<file path="src/rtl/core_pkg.sv">
// Shared fetch-stage types and constants.
package core_pkg;

  typedef enum logic [1:0] {
    BOOT    = 2'd0,
    RUN     = 2'd1,
    HALTED  = 2'd2,
    TRAPPED = 2'd3
  } fetch_state_t;

  localparam logic [31:0] NOP_INST         = 32'h0000_0013;
  localparam logic [31:0] RESET_PC_DEFAULT = 32'h0000_0000;

endpackage

</file>
<file path="src/rtl/sat_counter.sv">
// Saturating up-counter used for fetch performance statistics.
module sat_counter #(
  parameter int WIDTH = 32
) (
  input  logic             clk,
  input  logic             rst,
  input  logic             inc,
  output logic [WIDTH-1:0] count
);

  always_ff @(posedge clk or posedge rst) begin
    if (rst) begin
      count <= '0;
    end else if (inc && (count != {WIDTH{1'b1}})) begin
      count <= count + 1'b1;
    end
  end

endmodule

</file>
<file path="src/rtl/fetch_unit.sv">
// PC register, next-PC selection and fetch sequencing FSM.
// Optional perf counters enabled by defining FETCH_PERF_CNT_EN.
module fetch_unit
  import core_pkg::*;
#(
  parameter logic [31:0] RESET_PC    = core_pkg::RESET_PC_DEFAULT,
  parameter int          IMEM_ADDR_W = 10,
  parameter logic [31:0] NOP_INST    = core_pkg::NOP_INST
) (
  input  logic                   clk,
  input  logic                   rst,
  input  logic                   stall_i,
  input  logic                   redirect_i,
  input  logic [31:0]            redirect_target_i,
  input  logic                   halt_i,
  input  logic [31:0]            imem_inst_i,
  output logic [IMEM_ADDR_W-1:0] imem_addr_o,
  output logic [31:0]            pc_o,
  output logic [31:0]            pc_plus4_o,
  output logic [31:0]            inst_o,
  output logic                   inst_valid_o,
  output logic                   misaligned_o,
  output logic [1:0]             state_o,
  output logic [31:0]            fetch_count_o,
  output logic [31:0]            redirect_count_o
);

  fetch_state_t state;
  logic [31:0]  pc;
  logic         run;
  logic         bad_tgt;
  logic         fetch_inc;
  logic         redir_inc;

  assign run       = (state == RUN);
  assign bad_tgt   = (redirect_target_i[1:0] != 2'b00);
  assign fetch_inc = run && !halt_i && !stall_i;
  assign redir_inc = fetch_inc && redirect_i && !bad_tgt;

  always_ff @(posedge clk or posedge rst) begin
    if (rst) begin
      state        <= BOOT;
      pc           <= RESET_PC;
      misaligned_o <= 1'b0;
    end else begin
      unique case (state)
        BOOT: state <= RUN;
        RUN: begin
          if (halt_i) begin
            state <= HALTED;
          end else if (stall_i) begin
            pc <= pc;
          end else if (redirect_i && bad_tgt) begin
            state        <= TRAPPED;
            misaligned_o <= 1'b1;
          end else if (redirect_i) begin
            pc <= redirect_target_i;
          end else begin
            pc <= pc + 32'd4;
          end
        end
        HALTED, TRAPPED: state <= state;
        default: state <= state;
      endcase
    end
  end

  // Upper PC bits simply alias onto the memory; no range fault.
  assign imem_addr_o  = pc[IMEM_ADDR_W+1:2];
  assign pc_o         = pc;
  assign pc_plus4_o   = pc + 32'd4;
  assign inst_valid_o = run;
  assign inst_o       = run ? imem_inst_i : NOP_INST;
  assign state_o      = state;

`ifdef FETCH_PERF_CNT_EN
  sat_counter #(.WIDTH(32)) u_fetch_cnt (
    .clk   (clk),
    .rst   (rst),
    .inc   (fetch_inc),
    .count (fetch_count_o)
  );

  sat_counter #(.WIDTH(32)) u_redir_cnt (
    .clk   (clk),
    .rst   (rst),
    .inc   (redir_inc),
    .count (redirect_count_o)
  );
`else
  assign fetch_count_o    = 32'h0;
  assign redirect_count_o = 32'h0;
  logic unused_cnt;
  assign unused_cnt = redir_inc;
`endif

endmodule

</file>
<file path="config.mk">
export PLATFORM = sky130hd
export DESIGN_NAME = fetch_unit
export DESIGN_NICKNAME = d
export VERILOG_FILES = /design/src/rtl/core_pkg.sv /design/src/rtl/sat_counter.sv /design/src/rtl/fetch_unit.sv
export SDC_FILE = /design/constraint.sdc
export NUM_CORES = 1
export LEC_CHECK = 0
export ABC_AREA = 1
export CAP_MARGIN = 0
export CORE_MARGIN = 5
export CORE_UTILIZATION = 32
export CTS_BUF_LIST = sky130_fd_sc_hd__clkbuf_16
export CTS_CLUSTER_SIZE = 28
export DETAILED_ROUTE_END_ITERATION = 6
export PLACE_DENSITY_LB_ADDON = 0.08
export SYNTH_ARGS = -nofsm -noshare
export SYNTH_HDL_FRONTEND = slang
export SYNTH_SLANG_ARGS = --single-unit
</file>
<file path="constraint.sdc">
create_clock -name clk -period 2.35 [get_ports clk]
set_input_delay 0.47 -clock clk [delete_from_list [all_inputs] [get_ports clk]]
set_output_delay 0.47 -clock clk [all_outputs]
set_load 0.05 [all_outputs]
</file>
==> out/metrics.yaml, run 1 <==
skew_ps: 10.1
synth_seq_cells: 35
post-place-cells: 780
required_ps: 1880
grt_use_met1_pct: 22.9
whs_path_depth: 1
post-route-min-period_ps: 2300
busiest_layer: "met2"
cts_num_sinks: 35
fmax_ghz: 0.435
worstPathCellList: "ha_4 -> nand2_4 -> nor2_4 -> nand2_4 -> nor2_4 -> buf_6 -> xor2_4 -> buf_12"
status: "finished, final reports clean"
grtUsageMet2_pct: 33.6
p_leak_nw: 2.77
ioPinCount: 243
fin_tns_setup_ps: 0
place_area_sq_mm: 0.00563
ctsHoldBuffers: 0
max_stage_delay_ps: 410
synth_area_leaders: "dfrtp_1 27%, buf_4 18%, nand2_1 15%"
synth_cell_types: 30
worstHoldPathType: "reg2reg"
finalNonFillerCells: 795
holdPathEnd: "misaligned_o"
power_mw: 1.61
yosys_warnings: 0
std_cell_rows: 36
coreArea_sq_mm: 0.00982
seq_area_sq_um: 893
grt_max_degree: 36
reg2reg_slack_ps: 760
setup_viol: 0
drive_gt1_share_pct: 24.2
synth-edff-count: 0
r2r-end: "pc_o[18]"
timing.rr.start: "pc_o[2]"
routed_wl_microns: 11800
period_share_pct: 97.9
worstSetupPathType: "reg2out"
multiInputGateArea_sq_mm: 0.00196
syn_area_sq_mm: 0.00323
synthArstFlopShare_pct: 100
worst_pin_slew_ps: 540
grt_pass1_wl_microns: 19100
hpwlAfterDp_microns: 9700
post-place-ws_ps: 154
grt_pass1_vias: 3331
cp-end-kind: "primary output"
slew_violations: 0
yosysTopAreaCell: "dfrtp_1"
cp-start-kind: "register"
htree_num_levels: 2
start_util_pct: 32.9
fillers: 921
r2r_cells: 9
grt.overflow.total: 0
syn_area_per_cell_sq_um: 6.75
antenna_found_initial: 0
place_congestion: 0.843
dr.pass1.iters: 4
critPathArrivalTime_ps: 1830
cap_violations: 0
syn_inst: 478
numCtsBuffers: 5
final_nets: 731
cts_buffer_depth: 2
fp.dieH_microns: 110
critPathMaxFanout: 5
antenna_cells: 0
timing.slew.headroom_pct: 63.9
syn2layout_area_growth_pct: 83.2
avgViaCountPerCell: 4.27
grt_use_total_pct: 19.0
clock-root-buffer: "clkbuf_16"
die_width_microns: 110
seq_area_frac_synth_pct: 27.1
fin_area_sq_mm: 0.00591
drc: 0
cp_slowest_cell: "dfrtp_2"
portBuffers: 178
setup_slack_ps: 49.5
synth_top_area_share_pct: 27.1
cts_tree: "yes"
ir_worst_vdd_uv: 320
min_from: "misaligned_o"
drt_iter0_markers: 104
via_count: 3391
use_met3_pct: 5.25
ys.flop_type: "dfrtp_1"
yosysMostFrequentCell: "nand2_1"
drt-wirelength-per-cell_microns: 14.8
power.density_mw_per_mm2: 271
die-area_sq_mm: 0.0122
final_hold_viol_count: 0
clk_pin_slew_worst_paths_ps: 60
final_antenna_net_count: 0
worstSkewPairLatency_ps: 280
synth_common_cells: "131 x nand2_1, 79 x buf_4, 67 x nor2_1"
## per-stage QoR
stage	hold slack (ps)	util, %
detailed placement	474	57.4
global placement	464	57.4
global route	524	60.2
finish	481	60.2
CTS	486	59.2
floorplan	559	-
## layout by cell type (no fill, tap or decap), types with 2 or more instances in the layout
cell type | synthesis | layout
nor2_1 | 67 | 64
o21ai_0 | 2 | 2
xor2_4 | 0 | 3
nand2_4 | 2 | 5
o21bai_1 | 2 | 2
inv_1 | 56 | 56
and2_4 | 0 | 4
and2_1 | 8 | 3
nand2_1 | 131 | 122
dfrtp_1 | 35 | 21
dfrtp_2 | 0 | 14
nand3b_1 | 3 | 3
nand2_2 | 4 | 10
clkinv_1 | 0 | 2
xor2_1 | 10 | 2
buf_12 | 0 | 60
a22oi_2 | 3 | 3
a22oi_1 | 18 | 18
buf_4 | 79 | 20
nor3_1 | 2 | 2
xnor2_2 | 0 | 5
or2_2 | 3 | 3
nand3_1 | 21 | 20
conb_1 | 1 | 64
nor2_4 | 8 | 13
nor2_2 | 5 | 3
clkdlybuf4s50_1 | 0 | 117
xor2_2 | 0 | 5
clkbuf_16 | 0 | 5
## registers in the layout (all words and copies together) (netlist names)
register / cells
pc_o: 32
state_o: 2
misaligned_o: 1
## logic make-up (layout without fill, tap and decap cells)
group / after synthesis / in the layout / synth area share [%]
AO/OA/AOI/OAI: 29 / 29 / 7.02
XOR/XNOR: 15 / 15 / 4.07
adder cells (fa/ha/maj): 1 / 1 / 0.388
buffers and inverters: 143 / 264 / 26.6
flip-flops: 35 / 35 / 27.1
other: 1 / 64 / 0.116
AND/OR/NAND/NOR: 254 / 254 / 34.7
## cell type report
| class | instances | share of cell area (%) |
|---|---|---|
| well taps | 133 | 2.81 |
| clock inverters | 3 | 0.190 |
| flip-flops and latches | 35 | 15.1 |
| repair buffers | 198 | 42.8 |
| clock buffers | 5 | 2.12 |
| multi-input cells | 363 | 33.1 |
| inverters | 58 | 3.79 |
## where the power goes
part           leakage, nW  internal (mW)  switching, mW
clock network       0.0701          0.382          0.246
registers            0.448          0.603              0
logic                 2.25          0.106          0.269
total                 2.77           1.09          0.515
## repair_timing
action | in CTS | in global routing
pin swaps | 4 | 9
gates resized for setup | 9 | 22
endpoints found under the setup margin | 12 | 17
buffers inserted | 3 | 4
## critical path, delay by kind of cell, from the launching register on
kind	cells	cell delay, ps
XOR/XNOR	1	170
adder cells (fa/ha/maj)	1	170
buffers and inverters	2	290
flip-flops	1	410
AND/OR/NAND/NOR	4	520
## per-layer routing
layer / up-vias / part of all wire (%)
met2: 115 / 51
li1: 1685 / -
met1: 1577 / 41
met3: 14 / 6.2
met5: - / 0
met4: 0 / 1.6
## worst max path at each step
stage / depth (start not counted) / from / to
6_report: 8 / pc_o[2] / pc_plus4_o[18]
5_1_grt: 9 / pc_o[2] / pc_plus4_o[22]
4_1_cts: 8 / pc_o[2] / pc_plus4_o[18]
3_5_place_dp: 8 / pc_o[2] / pc_plus4_o[18]
3_3_place_gp: 8 / pc_o[2] / pc_plus4_o[18]
2_1_floorplan: 5 / state_o[0] / inst_o[11]
(Power assumes the default switching activity.)
==> run 2: changes to the inputs <==
Settings changed: CTS_BUF_LIST sky130_fd_sc_hd__clkbuf_16 to sky130_fd_sc_hd__clkbuf_8 sky130_fd_sc_hd__clkbuf_16.
Clock period 2.35 ns to 2.65 ns, I/O delays scaled along.
==> run 2 against run 1 <==
Compared with the run above: die area unchanged; largest cell class unchanged; non-clock buffer count decreased by 15; register-to-register slack improved by 200 ps; core utilization decreased by 7.6 points; via count decreased by 2.0%; clock-buffer cell count unchanged.
==> out/metrics.yaml, run 2 (synthesis results as in run 1) <==
r2r_cells: 8  # -1
worstHoldPathType: "reg2reg"
syn2layout_area_growth_pct: 60.3
avgViaCountPerCell: 4.26  # -0.12%
crit_family: "buffers and inverters"
ir_worst_vdd_uv: 168  # -47%
drive_gt1_share_pct: 17.0  # -7.2 points
timing.slew.headroom_pct: 39.8  # -24 points
worst-path-buf-inv: 1  # -1
coreArea_sq_mm: 0.00982  # unchanged
final_antenna_net_count: 0  # unchanged
power.density_mw_per_mm2: 240  # -11%
place_congestion: 0.878  # +4.2%
setup_slack_ps: 57.9  # +8.46 ps
die-area_sq_mm: 0.0122  # unchanged
worstPathCellList: "ha_1 -> xor2_1 -> clkdlybuf4s50_1"
hpwlAfterDp_microns: 9560  # -1.4%
largest_reg_flops: 32  # unchanged
grt_pass1_wl_microns: 18300  # -4.4%
slew_violations: 0  # unchanged
final_nets: 716  # -2.1%
worstSetupPathType: "reg2out"
dr.pass1.iters: 4  # unchanged
grt.overflow.total: 0  # unchanged
whs_path_depth: 1  # unchanged
min_from: "misaligned_o"
via_count: 3323  # -2.0%
drt-wirelength-per-cell_microns: 14.7  # -1.1%
period_share_pct: 97.8
antenna_cells: 0  # unchanged
post-route-min-period_ps: 2590
antenna_found_initial: 0  # unchanged
final_hold_viol_count: 0  # unchanged
holdPathEnd: "misaligned_o"
htree_num_levels: 2  # unchanged
final_common_cell: "nand2_1"
std_cell_rows: 36  # unchanged
drc: 0  # unchanged
start_util_pct: 32.9  # unchanged
numCtsBuffers: 5  # unchanged
cp_slowest_cell: "clkdlybuf4s50_1"
grt_use_total_pct: 18.0  # -0.93 points
grtUsageMet2_pct: 33.3  # -0.28 points
critPathArrivalTime_ps: 2060  # +230 ps
grt_use_met1_pct: 20.5  # -2.3 points
worst_pin_slew_ps: 901  # +362 ps
r2r-end: "pc_o[16]"
cts_tree: "yes"
reg2reg_slack_ps: 960  # +200 ps
critPathMaxFanout: 4  # -1
grt_max_degree: 36  # unchanged
cts_num_sinks: 35  # unchanged
cp-end-kind: "primary output"
timing.rr.start: "pc_o[2]"
fp.dieH_microns: 110  # unchanged
p_leak_nw: 2.56  # -7.5%
required_ps: 2120  # +240 ps
die_width_microns: 110  # unchanged
ioPinCount: 243  # unchanged
grt_pass1_vias: 3375  # +1.3%
max_stage_delay_ps: 870  # +460 ps
fmax_ghz: 0.386
routed_wl_microns: 11500  # -2.9%
rsz0062_at_grt: "no"
cts_buffer_depth: 2  # unchanged
post-place-ws_ps: 380  # +226 ps
power_mw: 1.24  # -23%
status: "finished, final reports clean"
worstSkewPairLatency_ps: 290  # about the same
cp-start-kind: "register"
portBuffers: 178  # unchanged
skew_ps: 4.78  # -5.28 ps
setup_viol: 0  # unchanged
drt_iter0_markers: 173  # +66%
busiest_layer: "met2"
cap_violations: 0  # unchanged
clock-root-buffer: "clkbuf_8"
post-cts-setup-buffers: 0  # -3
clk_pin_slew_worst_paths_ps: 70  # about the same
use_met3_pct: 5.31  # +0.055 points
final_cell_mix: "131 x nand2_1, 119 x clkdlybuf4s50_1, 67 x nor2_1, 64 x conb_1, 58 x inv_1"
==> run 2: changes by cell type in the layout (fill, tap and decap cells not counted), moves of 7 or more <==
cell,change
nand2_1,+9
dfrtp_2,-13
dfrtp_1,+13
nand2_2,-7
buf_12,-34
buf_4,+18
==> run 2: layout make-up <==
| type | count | area (sq um) |
|---|---|---|
| repair buffers | 183 | 2000 |
| multi-input cells | 363 | 1830 |
| inverters | 58 | 220 |
| flip-flops and latches | 35 | 877 |
| fillers | 948 | 4650 |
| well taps | 133 | 166 |
| clock buffers | 5 | 68.8 |
| clock inverters | 3 | 12.5 |
==> run 2: timing repair <==
item                       4_1_cts  5_1_grt
hold buffers                     0        0
resized for setup                0        3
setup endpoints to repair        0       11
==> run 2: worst register-to-register path, stage by stage, from the launching register on <==
cell and delay (ps):
dfrtp_1 400, ha_1 200, nand2_1 100, nor2_4 170
nand2_1 160, nor2_2 220, xor2_2 240, nand2_1 70
nand2_1 70
==> run 2: through the flow <==
stage | cells | util [%] | area [sq um] | TNS [ps] | hold slack [ps]
2_1_floorplan | 541 | - | 3550 | -39.1 | 619
3_3_place_gp | 772 | 51.7 | 5080 | 0 | 467
3_5_place_dp | 772 | 51.7 | 5080 | 0 | 472
4_1_cts | 780 | 52.5 | 5160 | 0 | 490
5_1_grt | 780 | 52.7 | 5170 | 0 | 533
6_report | 780 | 52.7 | 5170 | 0 | 489
==> run 2: worst max-delay path by stage <==
stage                 start        endpoint  slack [ps]  depth (start not counted)
global placement    pc_o[3]   pc_plus4_o[4]         440                          3
CTS                 pc_o[3]   pc_plus4_o[4]          60                          3
detailed placement  pc_o[3]   pc_plus4_o[4]         380                          3
global route        pc_o[8]  pc_plus4_o[25]           2                          8
finish              pc_o[2]   pc_plus4_o[4]          60                          3
floorplan           pc_o[2]  pc_plus4_o[21]         -20                          7
==> run 2: per-layer routing <==
| metal | routed length, microns | vias up |
|---|---|---|
| met5 | 0 | - |
| met2 | 5850 | 154 |
| li1 | - | 1655 |
| met4 | 169 | 0 |
| met1 | 4520 | 1501 |
| met3 | 913 | 13 |
==> run 2: where the power goes <==
group | total (mW) | internal, mW | switching (mW)
logic | 0.330 | 0.0927 | 0.237
registers | 0.534 | 0.534 | 0
clock network | 0.379 | 0.177 | 0.202
==> run 3: changes to the inputs <==
Settings changed: CORE_MARGIN 5 to 1.5.
==> run 3 against run 2 <==
Compared with the run above: combinational power about the same; critical path type unchanged; non-clock buffer count decreased by 1; cell count decreased by 0.38%; critical path depth increased by 5; via count decreased by 0.99%; worst setup slack improved by 38 ps; largest power group unchanged.
==> out/metrics.yaml, run 3 (synthesis results as in run 1) <==
reg2reg_slack_ps: 930  # -30 ps
drive_gt1_share_pct: 16.5  # -0.54 points
die_width_microns: 103  # -6.3%
clkPwrFrac_pct: 29.9  # -0.6 points
worstSetupPathType: "reg2out"
post-place-cells: 771  # -0.13%
antenna_found_initial: 0  # unchanged
p_comb_share_pct: 26.6  # about the same
clk_pin_slew_worst_paths_ps: 70  # about the same
critPathMaxFanout: 5  # +1
final_cell_mix: "131 x nand2_1, 119 x clkdlybuf4s50_1, 67 x nor2_1, 64 x conb_1, 57 x inv_1"
htree_num_levels: 2  # unchanged
setup_slack_ps: 96.1  # +38.1 ps
r2r-end: "pc_o[30]"
drc: 0  # unchanged
seq_area_sq_um: 876  # -0.14%
std_cell_rows: 36  # unchanged
die-area_sq_mm: 0.0107  # -12%
status: "finished, final reports clean"
avgViaCountPerCell: 4.23  # -0.61%
multiInputGateArea_sq_mm: 0.00182  # -0.27%
cap_violations: 0  # unchanged
antenna_cells: 0  # unchanged
worstSkewPairLatency_ps: 290  # about the same
largest_reg_flops: 32  # unchanged
portBuffers: 178  # unchanged
place_congestion: 0.795  # -9.4%
p_leak_nw: 2.54  # -1.0%
min_from: "misaligned_o"
numCtsBuffers: 5  # unchanged
skew_ps: 8.30  # +3.52 ps
crit_start: "pc_o[3]"
clock-root-buffer: "clkbuf_8"
required_ps: 2120  # about the same
syn2layout_area_growth_pct: 60.1  # about the same
fmax_ghz: 0.392  # +1.5%
grt_pass1_wl_microns: 15400  # -15%
fillers: 983  # +3.7%
seqPwrFrac_pct: 43.4  # +0.5 points
swShare_pct: 35.1  # -0.25 points
holdPathEnd: "misaligned_o"
internal_power_mw: 0.798  # -0.67%
grt_max_degree: 36  # unchanged
cts_tree: "yes"
coreArea_sq_mm: 0.00977  # -0.46%
via_count: 3290  # -0.99%
post-cts-setup-buffers: 0  # unchanged
grt_use_total_pct: 18.9  # +0.84 points
finalNonFillerCells: 777  # -0.38%
period_share_pct: 96.4  # -1.4 points
routed_wl_microns: 10500  # -8.5%
worst_pin_slew_ps: 844  # -57.8 ps
cts_buffer_depth: 2  # unchanged
switchingPower_mw: 0.431  # -1.8%
fp.dieH_microns: 103  # -6.3%
cp-end-kind: "primary output"
rsz0062_at_grt: "yes"
worstHoldPathType: "reg2reg"
timing.slew.headroom_pct: 43.7  # +3.9 points
post-route-min-period_ps: 2550  # -38.1 ps
setup_viol: 0  # unchanged
worstPathCellList: "ha_1 -> nand2_1 -> nor2_2 -> nand2_2 -> nor2_4 -> nand3_1 -> and2_1 -> buf_12"
dr.pass1.iters: 4  # unchanged
post-place-ws_ps: 323  # -57.1 ps
critPathArrivalTime_ps: 2020  # -40 ps
cp-start-kind: "register"
slew_violations: 0  # unchanged
drt-wirelength-per-cell_microns: 13.5  # -8.2%
grt.overflow.total: 0  # unchanged
hpwlAfterDp_microns: 8410  # -12%
final_common_cell: "nand2_1"
final_antenna_net_count: 0  # unchanged
ioPinCount: 243  # unchanged
whs_path_depth: 1  # unchanged
cp_slowest_cell: "dfrtp_1"
ctsHoldBuffers: 0  # unchanged
r2r_cells: 10  # +2
final_hold_viol_count: 0  # unchanged
cts_num_sinks: 35  # unchanged
power.density_mw_per_mm2: 238  # -0.96%
start_util_pct: 33.0  # +0.15 points
drt_iter0_markers: 79  # -54%
final_nets: 715  # -0.14%
max_stage_delay_ps: 410  # -460 ps
ir_worst_vdd_uv: 148  # -12%
fin_util_pct: 52.9  # +0.19 points
timing.rr.start: "pc_o[3]"
grt_pass1_vias: 2968  # -12%
run 3: worst max-delay path: cells and delay by family, from the launching register on:
kind                       cells  cell delay (ps)
and+or+nand+nor                6              970
DFF                            1              410
adders and majority gates      1              210
buffers and inverters          1              150
run 3: power groups by stage:
stage | combinational, mW | sequential [mW] | clock, mW
after floorplan | 0.292 | 0.544 | 0
after global placement | 0.325 | 0.544 | 0
after detailed placement | 0.327 | 0.544 | 0
after CTS | 0.328 | 0.534 | 0.379
after global routing | 0.350 | 0.533 | 0.400
final | 0.327 | 0.534 | 0.368
run 3: metal layers:
metal,GRT usage [%],share of wire [%]
met5,0,0
met4,4.78,1.3
met3,5.71,10
met2,34.8,51
met1,21.1,37
run 3: cell type report:
cell class,instances,area share (%)
Tap cell,133,3.22
Sequential cell,35,17.0
Inverter,58,4.26
Multi-Input combinational cell,363,35.3
Timing Repair Buffer,182,38.8
Clock buffer,5,1.33
Clock inverter,1,0.0727
run 3: through the flow:
step	hold slack, ps	power, mW	cell area [sq um]	setup TNS [ps]
after floorplan	619	0.836	3550	-39.1
after global placement	467	0.869	5090	0
after detailed placement	475	0.871	5090	0
after CTS	495	1.24	5160	0
after global routing	521	1.28	5170	-55.9
final	493	1.23	5170	0
run 3: how the worst max path moves through the flow:
stage               depth (start not counted)  slack, ps             end
floorplan                                   7        -20  pc_plus4_o[21]
global route                                8        -30  pc_plus4_o[22]
global placement                            8        340  pc_plus4_o[24]
CTS                                         4         40   pc_plus4_o[5]
finish                                      8        100  pc_plus4_o[26]
detailed placement                          8        320  pc_plus4_o[24]
run 3: what timing repair did:
action,CTS,global route
gates resized for setup,1,1
endpoints found under the hold margin,0,0
pin swaps,0,2
gates cloned,0,0
setup endpoints to repair,1,5
